**src/rtl/ecg_seq_pkg.sv**
```systemverilog
// Shared types and defaults for the ECG window sequencer: FSM states, beat tags, memory geometry.
package ecg_seq_pkg;

  localparam int DATA_W_DEF    = 32;
  localparam int N_SAMPLES_DEF = 187;
  localparam int N_VALID_DEF   = 144;
  localparam int ADDR_W_DEF    = 8;

  typedef enum logic [1:0] {
    IDLE  = 2'd0,
    FETCH = 2'd1,
    DRAIN = 2'd2,
    DONE  = 2'd3
  } state_t;

  typedef struct packed {
    logic                  win_last;
    logic                  frame_last;
    logic [ADDR_W_DEF-1:0] win_idx;
  } beat_tag_t;

  function automatic int num_windows(input int len, input int kernel, input int stride);
    return (len - kernel) / stride + 1;
  endfunction

endpackage

```
**src/rtl/ecg_seq_skid_buf.sv**
```systemverilog
// Two-entry FIFO holding returned samples and their tags; zero-latency head, registered write.
// Pushes while full are dropped, pops while empty ignored; flush empties it in one cycle.
module ecg_seq_skid_buf #(
  parameter int W = 8
) (
  input  logic         clk,
  input  logic         rst,
  input  logic         flush,
  input  logic         push,
  input  logic         pop,
  input  logic [W-1:0] din,
  output logic [W-1:0] dout,
  output logic [1:0]   count,
  output logic         full,
  output logic         empty
);

  logic [W-1:0] mem [2];
  logic         wr_ptr;
  logic         rd_ptr;
  logic         do_push;
  logic         do_pop;

  assign full    = (count == 2'd2);
  assign empty   = (count == 2'd0);
  assign dout    = mem[rd_ptr];
  assign do_push = push && !full;
  assign do_pop  = pop && !empty;

  always_ff @(posedge clk or posedge rst) begin
    if (rst) begin
      mem[0] <= '0;
      mem[1] <= '0;
      wr_ptr <= 1'b0;
      rd_ptr <= 1'b0;
      count  <= 2'd0;
    end else if (flush) begin
      wr_ptr <= 1'b0;
      rd_ptr <= 1'b0;
      count  <= 2'd0;
    end else begin
      if (do_push) begin
        mem[wr_ptr] <= din;
        wr_ptr      <= ~wr_ptr;
      end
      if (do_pop) rd_ptr <= ~rd_ptr;
      count <= count + 2'(do_push) - 2'(do_pop);
    end
  end

endmodule

```
**src/rtl/ecg_window_sequencer.sv**
```systemverilog
// Streams overlapping KERNEL-sample windows from the sample memory; first beat 2 cycles after start,
// reads throttled so a 2-entry skid buffer absorbs stalls. ECG_SEQ_PAD_EN extends windows into padding.
module ecg_window_sequencer
  import ecg_seq_pkg::*;
#(
  parameter int DATA_W    = DATA_W_DEF,
  parameter int N_SAMPLES = N_SAMPLES_DEF,
  parameter int N_VALID   = N_VALID_DEF,
  parameter int KERNEL    = 5,
  parameter int STRIDE    = 1,
  parameter int ADDR_W    = ADDR_W_DEF
) (
  input  logic              clk,
  input  logic              rst,
  input  logic              start,
  input  logic              abort,
  output logic              busy,
  output logic              done,
  output logic              mem_rd,
  output logic [ADDR_W-1:0] mem_addr,
  input  logic [DATA_W-1:0] mem_data,
  output logic [DATA_W-1:0] out_data,
  output logic              out_valid,
  input  logic              out_ready,
  output logic              out_win_last,
  output logic              out_frame_last,
  output logic [ADDR_W-1:0] win_idx
);

`ifdef ECG_SEQ_PAD_EN
  localparam int FRAME_LEN = N_SAMPLES;
`else
  localparam int FRAME_LEN = N_VALID;
`endif
  localparam int N_WIN     = num_windows(FRAME_LEN, KERNEL, STRIDE);
  localparam int LAST_BASE = (N_WIN - 1) * STRIDE;
  localparam int BUF_W     = DATA_W + $bits(beat_tag_t);

  state_t            state;
  logic [ADDR_W-1:0] k;
  logic [ADDR_W-1:0] win_base;
  logic [ADDR_W-1:0] win_cnt;
  beat_tag_t         rd_tag;
  beat_tag_t         ret_tag;
  beat_tag_t         out_tag;
  logic              ret_vld;

  logic [BUF_W-1:0]  buf_dout;
  logic [1:0]        buf_count;
  logic              buf_full;
  logic              buf_empty;
  logic              hs;
  logic              push;
  logic              pop;
  logic [2:0]        count_next;
  logic              last_issue;
  logic              issue;

  ecg_seq_skid_buf #(.W(BUF_W)) u_skid (
    .clk   (clk),
    .rst   (rst),
    .flush (abort),
    .push  (push),
    .pop   (pop),
    .din   ({mem_data, ret_tag}),
    .dout  (buf_dout),
    .count (buf_count),
    .full  (buf_full),
    .empty (buf_empty)
  );

  // Returning data bypasses the buffer when it is empty, so the first beat needs no extra cycle.
  always_comb begin
    out_valid = 1'b0;
    out_data  = '0;
    out_tag   = '0;
    if (!buf_empty) begin
      out_valid           = 1'b1;
      {out_data, out_tag} = buf_dout;
    end else if (ret_vld) begin
      out_valid = 1'b1;
      out_data  = mem_data;
      out_tag   = ret_tag;
    end
  end

  assign out_win_last   = out_tag.win_last;
  assign out_frame_last = out_tag.frame_last;
  assign win_idx        = out_tag.win_idx;

  assign hs         = out_valid && out_ready;
  assign pop        = hs && !buf_empty;
  assign push       = ret_vld && !buf_full && !(buf_empty && out_ready);
  assign count_next = 3'(buf_count) + 3'(push) - 3'(pop);
  assign last_issue = (win_base == ADDR_W'(LAST_BASE)) && (k == ADDR_W'(KERNEL - 1));

  // A new read lands two cycles out; it must still fit beside buffered data and the read already on the bus.
  assign issue = !abort && ((state == IDLE && start) || state == FETCH)
                 && ((count_next + 3'(mem_rd)) < 3'd2);

  always_ff @(posedge clk or posedge rst) begin
    if (rst) begin
      state    <= IDLE;
      busy     <= 1'b0;
      done     <= 1'b0;
      mem_rd   <= 1'b0;
      mem_addr <= '0;
      k        <= '0;
      win_base <= '0;
      win_cnt  <= '0;
      rd_tag   <= '0;
      ret_tag  <= '0;
      ret_vld  <= 1'b0;
    end else if (abort) begin
      state    <= IDLE;
      busy     <= 1'b0;
      done     <= 1'b0;
      mem_rd   <= 1'b0;
      ret_vld  <= 1'b0;
      k        <= '0;
      win_base <= '0;
      win_cnt  <= '0;
    end else begin
      mem_rd  <= issue;
      ret_vld <= mem_rd;
      ret_tag <= rd_tag;
      if (issue) begin
        mem_addr          <= win_base + k;
        rd_tag.win_last   <= (k == ADDR_W'(KERNEL - 1));
        rd_tag.frame_last <= last_issue;
        rd_tag.win_idx    <= win_cnt;
        if (k == ADDR_W'(KERNEL - 1)) begin
          k        <= '0;
          win_base <= win_base + ADDR_W'(STRIDE);
          win_cnt  <= win_cnt + 1'b1;
        end else begin
          k <= k + 1'b1;
        end
      end
      case (state)
        IDLE: begin
          done <= 1'b0;
          if (issue) begin
            state <= last_issue ? DRAIN : FETCH;
            busy  <= 1'b1;
          end
        end
        FETCH: begin
          if (issue && last_issue) state <= DRAIN;
        end
        DRAIN: begin
          if (hs && out_frame_last) begin
            state    <= DONE;
            busy     <= 1'b0;
            done     <= 1'b1;
            k        <= '0;
            win_base <= '0;
            win_cnt  <= '0;
          end
        end
        default: begin
          state <= IDLE;
          done  <= 1'b0;
        end
      endcase
    end
  end

endmodule
```
**config.mk**
```make
export PLATFORM = sky130hd
export DESIGN_NAME = ecg_window_sequencer
export DESIGN_NICKNAME = d
export VERILOG_FILES = /design/src/rtl/ecg_seq_pkg.sv /design/src/rtl/ecg_seq_skid_buf.sv /design/src/rtl/ecg_window_sequencer.sv
export SDC_FILE = /design/constraint.sdc
export NUM_CORES = 1
export LEC_CHECK = 0
export CAP_MARGIN = 20
export CORE_ASPECT_RATIO = 1.75
export CORE_MARGIN = 4
export CORE_UTILIZATION = 55
export CTS_CLUSTER_DIAMETER = 100
export DETAILED_ROUTE_END_ITERATION = 16
export PLACE_DENSITY = 0.76
export RECOVER_POWER = 100
export SLEW_MARGIN = 20
export SYNTH_ARGS = -nofsm -noshare
export SYNTH_HDL_FRONTEND = slang
export SYNTH_HIERARCHICAL = 1
export SYNTH_SLANG_ARGS = --single-unit
```
**constraint.sdc**
```tcl
create_clock -name clk -period 4.3 [get_ports clk]
set_clock_uncertainty 0.2 [all_clocks]
set_input_delay 1.29 -clock clk [delete_from_list [all_inputs] [get_ports clk]]
set_output_delay 1.29 -clock clk [all_outputs]
set_load 0.005 [all_outputs]
```
## After elaboration in Yosys (flattened, before gate mapping)

Cells that the tools add are included.

| cells by class | value |
|---|---|
| magnitude comparators | 4 |
| multiplexer cells | 47 |
| bitwise logic cells | 5 |
| equality and inequality tests | 9 |
| reduce and logical (&&, ||, !) cells | 29 |
| $add $sub $neg | 9 |

Operators with widths:

| kind | number |
|---|---|
| $mux 42 | 4 |
| $mux 8 | 15 |
| $bwmux 84 | 1 |
| $mux 32 | 2 |
| $demux 42 s1 | 1 |
| $add 8x1->8 const B | 3 |
| $mux 10 | 2 |
| $logic_and 1x1->1 | 14 |
| $mux 1 | 13 |
| $mux 2 | 6 |
| $add 8x8->8 | 1 |
| $eq 8x3->1 const B | 1 |
| $eq 8x8->1 const B | 1 |
| $ne 3x3->1 const B | 2 |
| $pmux 2 s3 | 1 |
| $reduce_and 2->1 | 3 |
| $reduce_and 3->1 | 2 |
| $eq 2x2->1 const B | 2 |
| $ge 2x2->1 const B | 2 |
| $logic_not 1->1 | 4 |
| $logic_not 2->1 | 2 |
| $not 1->2 | 2 |
| $pmux 1 s2 | 2 |
| $reduce_bool 2->1 | 2 |
| other kinds (13) | 15 |

| word-level totals | value |
|---|---|
| input port bits | 37 |
| flip-flop bits (word level) | 146 |
| output and inout port bits | 54 |
| word-level logic and storage cells | 123 |

## Longest topological paths before layout

Gate-level depths: netlist of the first run.

| logic depth | value |
|---|---|
| word-level depth | 13 |
| gate-level depth with buffers | 15 |
| gate-level depth less buffers | 13 |

## By module

Netlist of the first run, hierarchy kept.

Modules (own cells, without submodules):

| module | seq. area each (um^2) | instances | area each (um^2) | cells an instance |
|---|---|---|---|---|
| ecg_seq_skid_buf | 2202.1 | 1 | 3860.0 | 249 |
| ecg_window_sequencer | 1451.4 | 1 | 3616.0 | 444 |

## Worst setup path after synthesis of the first run

Ideal clock, no wire load.

| timing path | value |
|---|---|
| path type | input to register |
| from | input port out_ready |
| to | register busy |
| buffers on the path | 2 |
| stages | 14 |
| path slack | 0.089 ns |
| required time | 3.964 ns |
| library setup time | 0.136 ns |
| data arrival time | 3.875 ns |
| cell sequence | nor2b_1 ha_1 inv_1 ha_1 a21o_1 fa_1 or2_1 or3_1 clkbuf_1 clkinv_1 buf_2 o211ai_1 a21oi_1 nor2_1 |

| between the ends | value |
|---|---|
| longest elaborated chain between the ends | 10 |
| elaborated cells between the ends (all ways) | 14 |
| classes of those cells | add/sub (3); order compare (1); eq/ne (2); reduce/logical (8) |

Ends and longest elaborated chain:

| what | line | RTL |
|---|---|---|
| from (decl) | ecg_window_sequencer.sv:24 | `input logic out_ready,` |
| $logic_and 1x1->1 | ecg_window_sequencer.sv:93 | `assign push = ret_vld && !buf_full && !(buf_empty && out_ready);` |
| $logic_not 1->1 | ecg_window_sequencer.sv:93 |  |
| $logic_and 1x1->1 | ecg_window_sequencer.sv:93 |  |
| $add 2x1->3 | ecg_window_sequencer.sv:94 | `assign count_next = 3'(buf_count) + 3'(push) - 3'(pop);` |
| $sub 3x1->3 | ecg_window_sequencer.sv:94 |  |
| $add 3x1->3 | ecg_window_sequencer.sv:99 | `&& ((count_next + 3'(mem_rd)) < 3'd2);` |
| $lt 3x2->1 | ecg_window_sequencer.sv:99 |  |
| $logic_and 1x1->1 | ecg_window_sequencer.sv:99 |  |
| $ne 3x3->1 (no source line) | n/a |  |
| $reduce_and 3->1 (no source line) (*) | n/a |  |
| to (signal assigned) | ecg_window_sequencer.sv:104 | `busy <= 1'b0;` |
| to (signal assigned) | ecg_window_sequencer.sv:116 | `busy <= 1'b0;` |
| to (signal assigned) | ecg_window_sequencer.sv:145 | `busy <= 1'b1;` |
| to (decl) | ecg_window_sequencer.sv:17 | `output logic busy,` |

Mark *: on every way between the ends. The rest lies on a longest branch, timed or not.
A chain may end at the register's enable or synchronous reset.

## Final worst setup path of the first run

| timing path | value |
|---|---|
| from | register u_skid.rd_ptr |
| to | output port out_data[31] |

| between the ends | value |
|---|---|
| longest elaborated chain between the ends | 5 |

Ends and longest elaborated chain:

| what | line | RTL |
|---|---|---|
| from (decl) | ecg_seq_skid_buf.sv:20 | `logic rd_ptr;` |
| from (signal assigned) | ecg_seq_skid_buf.sv:46 | `if (do_pop) rd_ptr <= ~rd_ptr;` |
| $not 1->2 (not written as such) | ecg_seq_skid_buf.sv:26 | `assign dout = mem[rd_ptr];` |
| $mux 42 (not written as such) (3 in series) | ecg_seq_skid_buf.sv:26 |  |
| net buf_dout[41] | ecg_window_sequencer.sv:48 | `logic [BUF_W-1:0] buf_dout;` |
| $mux 32 | ecg_window_sequencer.sv:77 | `if (!buf_empty) begin` |
| to (decl) | ecg_window_sequencer.sv:22 | `output logic [DATA_W-1:0] out_data,` |

The timed path passes the listed nets, and every way through them passes these cells. The select of a mux whose other input is x is not followed.

==> metrics.cfg, run 1 <==
[run_status]
status = finished with violations
violations = capacitance limit, slew limit

[critical_path]
path_max_fanout = 27
path_cells = clkbuf_2 > mux2_2 > inv_1 > o21ai_0 > dlygate4sd3_1
cp-start-kind = flop
critical_path_arrival_ns = 2.68
crit_type = flop to output pin
end_kind = output pin
cpMaxStageDelayCell = dfrtp_2
slowest_delay_ns = 0.81
crit_required_ns = 2.81

[timing]
slew_headroom = -0.0734
tightest_slew_ns = 1.60
rsz0062_at_grt = false
finalCritPeriodShare = 0.970
hold_violations = 0
fmax_mhz = 240
fin_hold_ws_ns = 0.270
drv_slew = 36
period_minus_slack_ns = 4.17
final-setup-viol-count = 0

[placed_design]
gp_congestion = 0.838
hpwl_um = 11500
placed_cells = 952
portBuffers = 90

[routing]
ant_nets = 0
vias = 5503
drt-total-wl_um = 16600
dr.pass1.iters = 4
route.detailed.drc = 0
routedWlPerCell_um = 16.9
viasPerCell = 5.58
drt-initial-drc-count = 219

[clocking]
cts.clk_slew.worst_paths_ns = 0.06
cts_root_buffer = clkbuf_16
cts_tree = done
clk_latency_ns = 0.42
cts_inserted_buffers = 17
h-tree-depth = 4
cts_buffer_depth = 2
clock-sinks = 146

[yosys]
synth_top_area_share = 0.489
yosys.cell_count.top_type = dfrtp_1
syn_nets = 751
syn_area_per_cell_um2 = 10.8
synthCells = 693
yosysSeqAreaShare = 0.489
synth_area_leaders = dfrtp_1 49%, mux2_2 20%, nand2_1 4.6%, o21ai_0 3.5%, ha_1 3.2%
synth_area_um2 = 7480
synthFlopType = dfrtp_1
async_flop_share = 1.00
yosys.area.top_type = dfrtp_1
synth.distinct_cells = 48
ys.warnings.count = 6
synthTopCellsByCount = 146 x dfrtp_1, 134 x mux2_2, 92 x nand2_1, 61 x inv_1, 53 x o21ai_0
synth_edf_count = 0
synth-seq-cells = 146

[floorplanning]
die_w_um = 96.1
fp.dieH_um = 162
start_util = 0.559
core_area_um2 = 13400
ios = 91
fp-row-count = 56
die_area_um2 = 15600

[cells_and_area]
final_nets = 858
num_antenna_cells = 0
area_delta_synth_final_pct = 24.0
n_fill_cell = 973
layout-drive-gt1-share = 0.246
fin_cells = 987

[pwr]
vdd_drop_max_v = 0.000318
power_leakage_nw = 4.42
powerDensity_nw_per_um2 = 445

[global_routing]
gr-total-overflow = 0
grt_pass1_wl_um = 27400
antenna_found_initial = 0
grt_max_degree = 54
grt_pass1_vias = 5907
grt_use_total = 0.222

[flow_run]
max_cap_violations = 1

[min_path]
min_path_type = flop to flop

## flip-flops by register name (all words and copies together) (netlist names)
signal	flops
win_base	8
rd_tag	10
mem_rd	1
k	8
done	1
u_skid/wr_ptr	1
ret_tag	10
u_skid/count	2
u_skid/mem	84
busy	1
u_skid/rd_ptr	1
ret_vld	1
win_cnt	8
state	2
mem_addr	8
## critical path, delay by kind of cell (launching register included)
kind,cells,cell delay (ns)
buffers and inverters,3,1.00
muxes,1,0.36
DFF,1,0.81
AOI/OAI and AO/OA,1,0.08
## per-stage QoR
step	setup TNS [ns]	worst slack (ns)	area (um2)	power, mW	utilization
floorplan	0	0.0894	7480	2.32	-
global placement	-16.03	-0.460	8680	2.66	0.649
detailed placement	-18.22	-0.615	8680	2.71	0.649
CTS	0	0.0185	9270	4.16	0.693
global route	0	0.00718	9270	4.35	0.693
finish	0	0.128	9270	4.12	0.693
## cells in the final DEF, fill, tap and decap left out, types with 15 or more instances in the layout
cell             count
clkdlybuf4s50_1     57
clkbuf_16           18
dlygate4sd3_1       32
mux2_2             133
xor2_1              15
inv_1               60
nand2_1             92
o21ai_0             53
nor2_1              24
dfrtp_1            145
ha_1                18
## where the power goes
part	internal (mW)	switching, mW
combinational	0.547	0.435
sequential	1.59	0.124
clock	0.813	0.614
## final timing paths
path	startpoint	end	slack (ns)	cells past startpoint
max in group asynchronous	rst	ret_tag[5]$_DFFE_PP0N_	0.85	3
setup / recovery	u_skid/rd_ptr$_DFFE_PP0P_	out_data[31]	0.13	5
hold reg to reg	mem_addr[4]$_DFFE_PP0P_	mem_addr[4]$_DFFE_PP0P_	0.27	1
hold / removal	mem_addr[4]$_DFFE_PP0P_	mem_addr[4]$_DFFE_PP0P_	0.27	1
min in group asynchronous	rst	state[0]$_DFFE_PP0P_	1.30	2
setup reg to reg	u_skid/count[1]$_DFF_PP0_	busy$_DFFE_PP0P_	0.65	13
## logic make-up (layout without fill, tap and decap cells)
logic type      after synthesis  in the layout  share of synthesized area
buf+inv                      96            215                     0.0541
compound gates               89             89                     0.0700
mux                         138            138                      0.208
xor+xnor                     26             26                     0.0305
fa+ha+maj                    21             21                     0.0372
flops                       146            146                      0.489
simple gates                177            178                      0.112
## area by class of cell
class	count	area (um2)	area share
flip-flops and latches	146	3650	0.394
multi-input cells	452	3450	0.372
repair buffers	120	1130	0.122
clock buffers	17	425	0.0459
inverters	63	241	0.0260
well taps	174	218	0.0235
clock inverters	15	148	0.0159
## timing repair
item,CTS,global route
hold endpoints to repair,0,0
pin swaps,0,3
endpoints found under the setup margin,22,35
cloned,0,2
buffers inserted,0,1
resized for setup,3,11
hold buffers,0,0
## routing by layer
metal	global-route usage	wire, um
met5	0	0
met1	0.245	6320
met4	0.0907	406
met2	0.406	9140
met3	0.0422	760
No activity file was read; power rests on OpenSTA's default activity.
==> run 2, diff against run 1 <==
--- a/config.mk
+++ b/config.mk
@@ -8,10 +8,10 @@
 export CAP_MARGIN = 20
 export CORE_ASPECT_RATIO = 1.75
 export CORE_MARGIN = 4
-export CORE_UTILIZATION = 55
+export CORE_UTILIZATION = 41
 export CTS_CLUSTER_DIAMETER = 100
 export DETAILED_ROUTE_END_ITERATION = 16
-export PLACE_DENSITY = 0.76
+export PLACE_DENSITY = 0.59
 export RECOVER_POWER = 100
 export SLEW_MARGIN = 20
 export SYNTH_ARGS = -nofsm -noshare
==> metrics.cfg, run 2 (same netlist as run 1, synthesis figures left out) <==
[run_status]
status = finished with violations
violations = capacitance limit, slew limit

[cells_and_area]
largest_reg_flops = 84
regMostFlops = u_skid/mem
seq_area_um2 = 3650
top_regs = u_skid/mem (84), rd_tag (10), ret_tag (10)
postLayoutCoreUtil = 0.521
layout-drive-gt1-share = 0.245
final_common_cell = dfrtp_1
fin_cells = 1043
n_fill_cell = 1576
num_antenna_cells = 0
final_cell_mix = 145 x dfrtp_1, 134 x mux2_2, 92 x nand2_1
final_nets = 856
multi_input_area_um2 = 3450
area_delta_synth_final_pct = 25.2
fin_area_um2 = 9360

[pwr]
p_total_mw = 4.14
vdd_drop_max_v = 0.000237
powerDensity_nw_per_um2 = 443
power_leakage_nw = 4.49

[global_routing]
grt_max_degree = 52
antenna_found_initial = 0
grt_pass1_vias = 5668
grt_pass1_wl_um = 27800
gr-total-overflow = 0
grt_use_total = 0.171

[routing]
routedWlPerCell_um = 16.0
drt-total-wl_um = 16700
viasPerCell = 5.11
vias = 5333
route.detailed.drc = 0
drt-initial-drc-count = 237
ant_nets = 0
dr.pass1.iters = 4

[floorplanning]
die_w_um = 110
ios = 91
die_area_um2 = 20500
fp.dieH_um = 187
fp-row-count = 65
core_area_um2 = 18000
start_util = 0.416

[critical_path]
path_max_fanout = 5
crit_required_ns = 4.38
crit_top_cell = ha_1
slowest_delay_ns = 0.50
end_kind = flop
critical_path_arrival_ns = 4.36
path_cells = clkdlybuf4s50_1 > nor2b_2 > ha_1 > inv_1 > ha_1 > a21o_1 > fa_1 > or2_1 > or3_2 > nor4_2 > xnor2_1 > nor2_1
cp-start-kind = input port
crit_type = input port to flop
reg2regPathDepth = 12
timing.rr.start = u_skid/count[1]$_DFF_PP0_
regToRegSetupSlack_ns = 0.75
cpMaxStageDelayCell = or3_2
r2r-end = win_base[7]$_DFF_PP0_

[min_path]
holdPathEnd = rd_tag[1]$_DFFE_PP0P_
min_from = rd_tag[1]$_DFFE_PP0P_
min_path_type = flop to flop
holdPathStages = 2

[clocking]
cts_root_buffer = clkbuf_16
cts.clk_slew.worst_paths_ns = 0.06
post-cts-setup-buffer-count = 0
clock-sinks = 146
cts_tree = done
clk_latency_ns = 0.42
cts_hold_buf = 0
cts_buffer_depth = 2
cts_inserted_buffers = 17
h-tree-depth = 4

[timing]
period_minus_slack_ns = 4.28
hold_violations = 0
drv_slew = 38
fmax_mhz = 234
fin_hold_ws_ns = 0.271
tightest_slew_ns = 1.71
finalCritPeriodShare = 0.994
slew_headroom = -0.144
final-setup-viol-count = 0

[placed_design]
portBuffers = 90
placed_cells = 1012
gp_congestion = 0.796
hpwl_um = 11500
placed_area_um2 = 8810

[flow_run]
max_cap_violations = 1

## run 2: cell count changes in the layout (fill, tap and decap cells not counted), sizes merged
cell	delta
buf	-1
bufinv	+1
clkbuf	+4
clkdlybuf4s25	-1
clkdlybuf4s50	-20
clkinv	-2
dlygate4sd3	+21
inv	-6
## run 2: routing by layer
layer | vias to the layer above | part of all wire | GRT usage
met2 | 96 | 0.55 | 0.313
met4 | 0 | 0.015 | 0.0605
met3 | 18 | 0.035 | 0.0305
met1 | 2668 | 0.40 | 0.192
met5 | - | 0 | 0
li1 | 2551 | - | -
## run 2: how the worst max path moves through the flow
stage | start | end | slack [ns] | depth (start not counted)
global placement | out_ready | win_cnt[7]$_DFF_PP0_ | -0.52 | 12
floorplan | out_ready | busy$_DFFE_PP0P_ | 0.09 | 14
detailed placement | out_ready | win_cnt[5]$_DFF_PP0_ | -0.63 | 12
global route | out_ready | win_base[7]$_DFF_PP0_ | -0.07 | 12
CTS | out_ready | win_cnt[2]$_DFF_PP0_ | 0.03 | 14
finish | out_ready | win_base[7]$_DFF_PP0_ | 0.02 | 12
## run 2: critical path: cells and delay by family
kind / cells / cell delay, ns
AO/OA/AOI/OAI: 1 / 0.19
AND/OR/NAND/NOR: 5 / 1.32
adder cells (fa/ha/maj): 3 / 0.94
XOR/XNOR: 1 / 0.16
buffers and inverters: 2 / 0.46
## run 2: where the power goes
part | internal, mW | switching, mW
logic | 0.534 | 0.427
clock network | 0.910 | 0.560
registers | 1.59 | 0.119
## run 2: layout make-up
class / count / area share
clock buffers: 22 / 0.0517
clock inverters: 8 / 0.0110
inverters: 63 / 0.0258
multi-input cells: 452 / 0.368
flip-flops and latches: 146 / 0.391
well taps: 234 / 0.0313
repair buffers: 118 / 0.121
## run 2: per-stage QoR
step | setup TNS [ns] | worst slack [ns]
after global placement | -17.64 | -0.522
after global routing | -0.0698 | -0.0698
after detailed placement | -20.06 | -0.628
after CTS | 0 | 0.0279
final | 0 | 0.0244
after floorplan | 0 | 0.0894
## run 2: what timing repair did
item                       in CTS  in global routing
cloned                          0                  1
resized for setup               2                  5
setup endpoints to repair      27                 26
pin swaps                       0                  1
hold endpoints to repair        0                  0
